File: config.mk
export PLATFORM = sky130hd
export DESIGN_NAME = div_u
export DESIGN_NICKNAME = d
export VERILOG_FILES = /design/src/rtl/div_pkg.sv /design/src/rtl/div_step.sv /design/src/rtl/div_u.sv
export SDC_FILE = /design/constraint.sdc
export NUM_CORES = 1
export LEC_CHECK = 0
export CAP_MARGIN = 20
export CORE_AREA = 2 2 104 156
export CTS_CLUSTER_DIAMETER = 100
export CTS_CLUSTER_SIZE = 20
export DETAILED_ROUTE_END_ITERATION = 16
export DIE_AREA = 0 0 106 158
export MAX_ROUTING_LAYER = met4
export PLACE_DENSITY = 0.78
export SLEW_MARGIN = 20
export SYNTH_ARGS = -nofsm -noshare
export SYNTH_HDL_FRONTEND = slang
export SYNTH_SLANG_ARGS = --single-unit
export TNS_END_PERCENT = 1
File: constraint.sdc
create_clock -name clk -period 3.58 [get_ports clk]
set_input_delay 0.716 -clock clk [delete_from_list [all_inputs] [get_ports clk]]
set_output_delay 0.716 -clock clk [all_outputs]
set_load 0.1 [all_outputs]
File: src/rtl/div_pkg.sv
// Shared types and sizing for the div_u restoring divider and its iteration step.
package div_pkg;

  typedef enum logic [1:0] {
    IDLE = 2'd0,
    RUN  = 2'd1,
    DONE = 2'd2
  } div_state_t;

  localparam int DIV_WIDTH_DEF = 32;
  localparam int CNT_W         = $clog2(DIV_WIDTH_DEF);

  function automatic int cnt_width(input int w);
    return (w > 1) ? $clog2(w) : 1;
  endfunction

endpackage

File: src/rtl/div_step.sv
// One combinational iteration of radix-2 restoring division:
// shift {A,Q} left, trial-subtract D, and keep or restore the partial remainder.
module div_step
  import div_pkg::*;
#(
  parameter int WIDTH = DIV_WIDTH_DEF
) (
  input  logic [WIDTH:0]   i_a,
  input  logic [WIDTH-1:0] i_q,
  input  logic [WIDTH-1:0] i_d,
  output logic [WIDTH:0]   o_a,
  output logic [WIDTH-1:0] o_q
);

  logic [WIDTH+1:0] w_shA;
  logic [WIDTH+1:0] w_diff;
  logic             w_neg;

  // One extra guard bit above A makes the borrow of the trial subtraction visible.
  always_comb begin
    w_shA  = {i_a, i_q[WIDTH-1]};
    w_diff = w_shA - {2'b00, i_d};
    w_neg  = w_diff[WIDTH+1];
    o_q    = {i_q[WIDTH-2:0], ~w_neg};
    o_a    = w_neg ? w_shA[WIDTH:0] : w_diff[WIDTH:0];
  end

endmodule

File: src/rtl/div_u.sv
// Sequential unsigned restoring divider, one quotient bit per cycle, start/done handshake.
// Optional DIV_ZERO_ERR_EN: adds the err port and a one-cycle fast path for D=0.
module div_u
  import div_pkg::*;
#(
  parameter int WIDTH = DIV_WIDTH_DEF
) (
  input  logic             clk,
  input  logic             n_rst,
  input  logic [WIDTH-1:0] N,
  input  logic [WIDTH-1:0] D,
  input  logic             start,
  output logic [WIDTH-1:0] quotient,
  output logic [WIDTH-1:0] remainder,
  output logic             busy,
`ifdef DIV_ZERO_ERR_EN
  output logic             done,
  output logic             err
`else
  output logic             done
`endif
);

  localparam int CW = cnt_width(WIDTH);

  div_state_t       r_state;
  div_state_t       w_nextState;
  logic             w_accept;
  logic             w_zeroFast;
  logic [WIDTH:0]   r_a;
  logic [WIDTH-1:0] r_q;
  logic [WIDTH-1:0] r_d;
  logic [CW-1:0]    r_cnt;
  logic [WIDTH-1:0] r_quot;
  logic [WIDTH-1:0] r_rem;
  logic [WIDTH:0]   w_stepA;
  logic [WIDTH-1:0] w_stepQ;

  div_step #(.WIDTH(WIDTH)) u_step (
    .i_a (r_a),
    .i_q (r_q),
    .i_d (r_d),
    .o_a (w_stepA),
    .o_q (w_stepQ)
  );

`ifdef DIV_ZERO_ERR_EN
  assign w_zeroFast = (D == '0);
`else
  assign w_zeroFast = 1'b0;
`endif

  always_comb begin
    w_nextState = r_state;
    w_accept    = 1'b0;
    case (r_state)
      IDLE: begin
        if (start) begin
          w_accept    = 1'b1;
          w_nextState = w_zeroFast ? DONE : RUN;
        end
      end
      RUN: begin
        if (r_cnt == '0) begin
          w_nextState = DONE;
        end
      end
      DONE:    w_nextState = IDLE;
      default: w_nextState = IDLE;
    endcase
  end

  always_ff @(posedge clk) begin
    if (!n_rst) begin
      r_state <= IDLE;
    end else begin
      r_state <= w_nextState;
    end
  end

  // Datapath: operands latch on accept; results latch on the last iteration,
  // or directly on accept when the divide-by-zero fast path is taken.
  always_ff @(posedge clk) begin
    if (!n_rst) begin
      r_a    <= '0;
      r_q    <= '0;
      r_d    <= '0;
      r_cnt  <= '0;
      r_quot <= '0;
      r_rem  <= '0;
    end else if (w_accept) begin
      r_a   <= '0;
      r_q   <= N;
      r_d   <= D;
      r_cnt <= CW'(WIDTH - 1);
      if (w_zeroFast) begin
        r_quot <= '1;
        r_rem  <= N;
      end
    end else if (r_state == RUN) begin
      r_a   <= w_stepA;
      r_q   <= w_stepQ;
      r_cnt <= r_cnt - CW'(1);
      if (r_cnt == '0) begin
        r_quot <= w_stepQ;
        r_rem  <= w_stepA[WIDTH-1:0];
      end
    end
  end

`ifdef DIV_ZERO_ERR_EN
  logic r_err;

  always_ff @(posedge clk) begin
    if (!n_rst) begin
      r_err <= 1'b0;
    end else if (w_accept) begin
      r_err <= w_zeroFast;
    end
  end

  assign err = r_err;
`endif

  assign quotient  = r_quot;
  assign remainder = r_rem;
  assign busy      = (r_state == RUN);
  assign done      = (r_state == DONE);

endmodule

==> summary.txt <==
CTS
  – Root buf cell: clkbuf_16
  – H-tree Lvls: 4
  – TritonCTS clock tree: done
  – Skew-Pair Late Insertion Delay: ~0.44 ns
  – CTS clk-pin slew, worst paths: approximately 0.07 ns
  – CTS Sinks: roughly 170
  – TritonCTS Buffers: 17
  – Longest Clk Path Bufs: 2
  – Number of hold buffers added after cts: 0
  – Resize count post-CTS: 0
  – Post-CTS setup buffers: 0

Critical path
  – CP arrival: roughly 3.5 ns
  – Worst Path Required: just under 4 ns
  – CP cell instances: inv_1 -> ha_1 -> a21oi_1 -> o21ai_0 -> o21bai_1 -> o31ai_2 -> o211ai_2 -> xor2_4 -> buf_12 -> mux2_1 -> nor2_1 -> nor2_1
  – Crit-path most repeated cell: nor2_1
  – Worst Path Buf+Inv: 2
  – Crit. End Element: register
  – Peak fanout along the critical path: 19
  – Register-to-register setup slack: 0.44 ns
  – Max incr delay on CP: 0.41 ns
  – CP Launch Type: register
  – Max stage delay cell, worst path: o31ai_2
  – Kind of critical path: reg -> reg
  – Crit-path leading delay family: compound AO/OA/AOI/OAI gates

Yosys
  – Syn avg cell area: 7.915 um2
  – Seq/Total Area, Yosys: 0.4113
  – Asr flop ratio synth: 0
  – Yosys Warn Count: 0
  – Synth unique cells: 63
  – Synthesized Nets: 1135
  – Post-Syn Area: ~8000 um2
  – Synthesized instance count: ~1.0k
  – Main synth FF type: dfxtp_1
  – Post-synth EDFFs: 0
  – Count of state elements after synthesis: roughly 170

Global route
  – Vias in the first global route: 7378
  – First-pass GRT wire length: approximately 36000 um
  – Gr usage total: 0.2765
  – Remaining global-route overflow: 0
  – Initial antenna violation count: 0
  – Largest net degree at the start of global routing: about 120

STA
  – Fmax: ~320 MHz
  – Rel. slew slack: 0.2929
  – Worst Tran Pin Value: between 1 and 1.5 ns
  – TNS Setup: 0 ns
  – Clock skew: about 0.011 ns
  – Final setup fails: 0
  – RSZ-0062 raised after global routing: false
  – Max-slew violation count: 0
  – Minimum clock period: between 3 and 4 ns
  – Setup ws final: 0.4443 ns
  – Final hold violations: 0
  – Crit share post-route: 0.8759
  – Worst hold margin: roughly 0.45 ns

Die
  – Die extent in x: 106 um
  – Die Area: roughly 17000 um2
  – Starting Density: 0.5280
  – CORE AREA: 15480 um2
  – Die H: 158 um
  – Core Rows: 56
  – # IOs: 133

Final layout
  – Area grow syn2layout: 25.57%
  – Post-Layout Cell Count: 1353
  – FILL cells: ~1.3k
  – Most common cell after layout, fill and taps aside: nand2_1
  – Final #Nets: around 1.2k
  – Diodes inserted: 0
  – Share of layout cells above drive strength 1: 0.06261
  – Most frequent cells in the layout: nand2_1 (212), dfxtp_1 (168), a21oi_1 (164)

Power and ir drop
  – Peak VDD IR: approximately 0.33 mV
  – PwrDens: around 600 nW/um2
  – Pleak: 3.902 nW

Routing
  – Total wire length: about 22000 um
  – Wire per inst: between 15 and 20 um
  – DR pass1 iterations: 5
  – Iteration-0 DRC Markers: approximately 370
  – DRC Markers: 0
  – Antenna-violating nets left: 0
  – Via count: 7576
  – Via density: ~5.6

Place
  – Gpl congestion: ~0.97
  – Post-place setup slack: 0.4970 ns
  – Post-placement cell count: ~1.3k
  – Port bufs: between 100 and 150
  – DP Wirelength: around 15000 um

Run
  – Number of max-cap violations: 0

Min path
  – Worst hold path type: reg -> reg

Outcome
  – Status: complete, no violations
cells in the mapped netlist (2+ instances only):
library cell,n,area share
o21bai_1,6,0.0055
a21oi_1,164,0.10
a22oi_1,32,0.029
o211ai_1,5,0.0046
nand2b_1,3,0.0023
ha_1,34,0.052
a21o_1,9,0.0083
nand4_1,7,0.0054
nand3_1,4,0.0024
mux2i_1,20,0.024
buf_6,3,0.0041
nand2_1,212,0.097
clkbuf_1,51,0.023
nor3_1,5,0.0031
a211oi_1,33,0.030
a221oi_1,3,0.0032
o31ai_1,2,0.0018
and2_1,2,0.0015
dfxtp_1,168,0.41
a31oi_1,12,0.0092
buf_2,7,0.0043
clkinv_1,2,0.00092
buf_1,4,0.0018
o2111ai_1,4,0.0043
xnor2_1,20,0.021
a21boi_0,2,0.0018
a21oi_2,3,0.0032
nor2_1,73,0.034
o21a_1,7,0.0064
or4_1,2,0.0018
xor2_1,9,0.0096
o21ai_0,45,0.028
nor2b_1,4,0.0031
inv_1,44,0.020
mux2_1,3,0.0041
nor4b_1,2,0.0021
flip-flops by register name, summed over array words and instances, names as in the netlist:
register and flops:
quotient 32, r_a 33, r_cnt 5, r_d 32, r_q 32, r_state 2, remainder 32
worst paths after layout:
kind,startpoint,end,depth (start not counted)
max reg2reg,r_d[12]$_SDFFE_PN0P_,r_a[15]$_SDFFE_PP0P_,12
min,quotient[27]$_SDFFE_PN0P_,quotient[27]$_SDFFE_PN0P_,2
min reg2reg,quotient[27]$_SDFFE_PN0P_,quotient[27]$_SDFFE_PN0P_,2
max,r_d[12]$_SDFFE_PN0P_,r_a[15]$_SDFFE_PP0P_,12
final cells by class:
cell class              instances  area, um2  area share
clock buffers                  17      425.4     0.04143
repair buffers                153       1511      0.1472
clock inverters                15      185.2     0.01804
multi-input cells             751       4354      0.4241
flip-flops and latches        168       3363      0.3276
well taps                     203      254.0     0.02474
inverters                      46      173.9     0.01694
metal layers:
layer  track usage  part of all wire  vias up
met3       0.06052             0.044       41
li1              -                 -     3801
met4       0.09461             0.023        0
met5             -                 0        -
met1        0.3092              0.41     3535
met2        0.4876              0.52      199
through the flow:
step | area [um2] | util | total power [W]
floorplan | 8177 | - | 0.003767
CTS | 10270 | 0.6631 | 0.006202
global route | 10270 | 0.6631 | 0.006508
detailed placement | 9657 | 0.6236 | 0.004331
global placement | 9657 | 0.6236 | 0.004323
finish | 10270 | 0.6631 | 0.006192
kinds of logic (layout without fill, tap and decap cells):
| logic type | Yosys count | count (layout) | synth area share |
|---|---|---|---|
| AO/OA/AOI/OAI | 341 | 341 | 0.2529 |
| XOR/XNOR | 31 | 31 | 0.03504 |
| adder cells (fa/ha/maj) | 35 | 35 | 0.05448 |
| buffers and inverters | 114 | 231 | 0.05815 |
| flip-flops | 168 | 168 | 0.4113 |
| multiplexers | 24 | 24 | 0.02999 |
| AND/OR/NAND/NOR | 320 | 320 | 0.1581 |
where the power goes:
group | total [W] | internal, W | switching (W) | leakage, nW
registers | 0.00209 | 0.00200 | 0.0000930 | 1.37
logic | 0.00222 | 0.000836 | 0.00138 | 2.24
clock network | 0.00188 | 0.00100 | 0.000877 | 0.292
total | 0.00619 | 0.00384 | 0.00235 | 3.90
tightest hold or removal path, cell delays in order (launching register included):
cell     delay, ns
dfxtp_1       0.31
nand2_1       0.05
a21oi_1       0.05
Note: power is estimated with default switching activity, not from simulation.
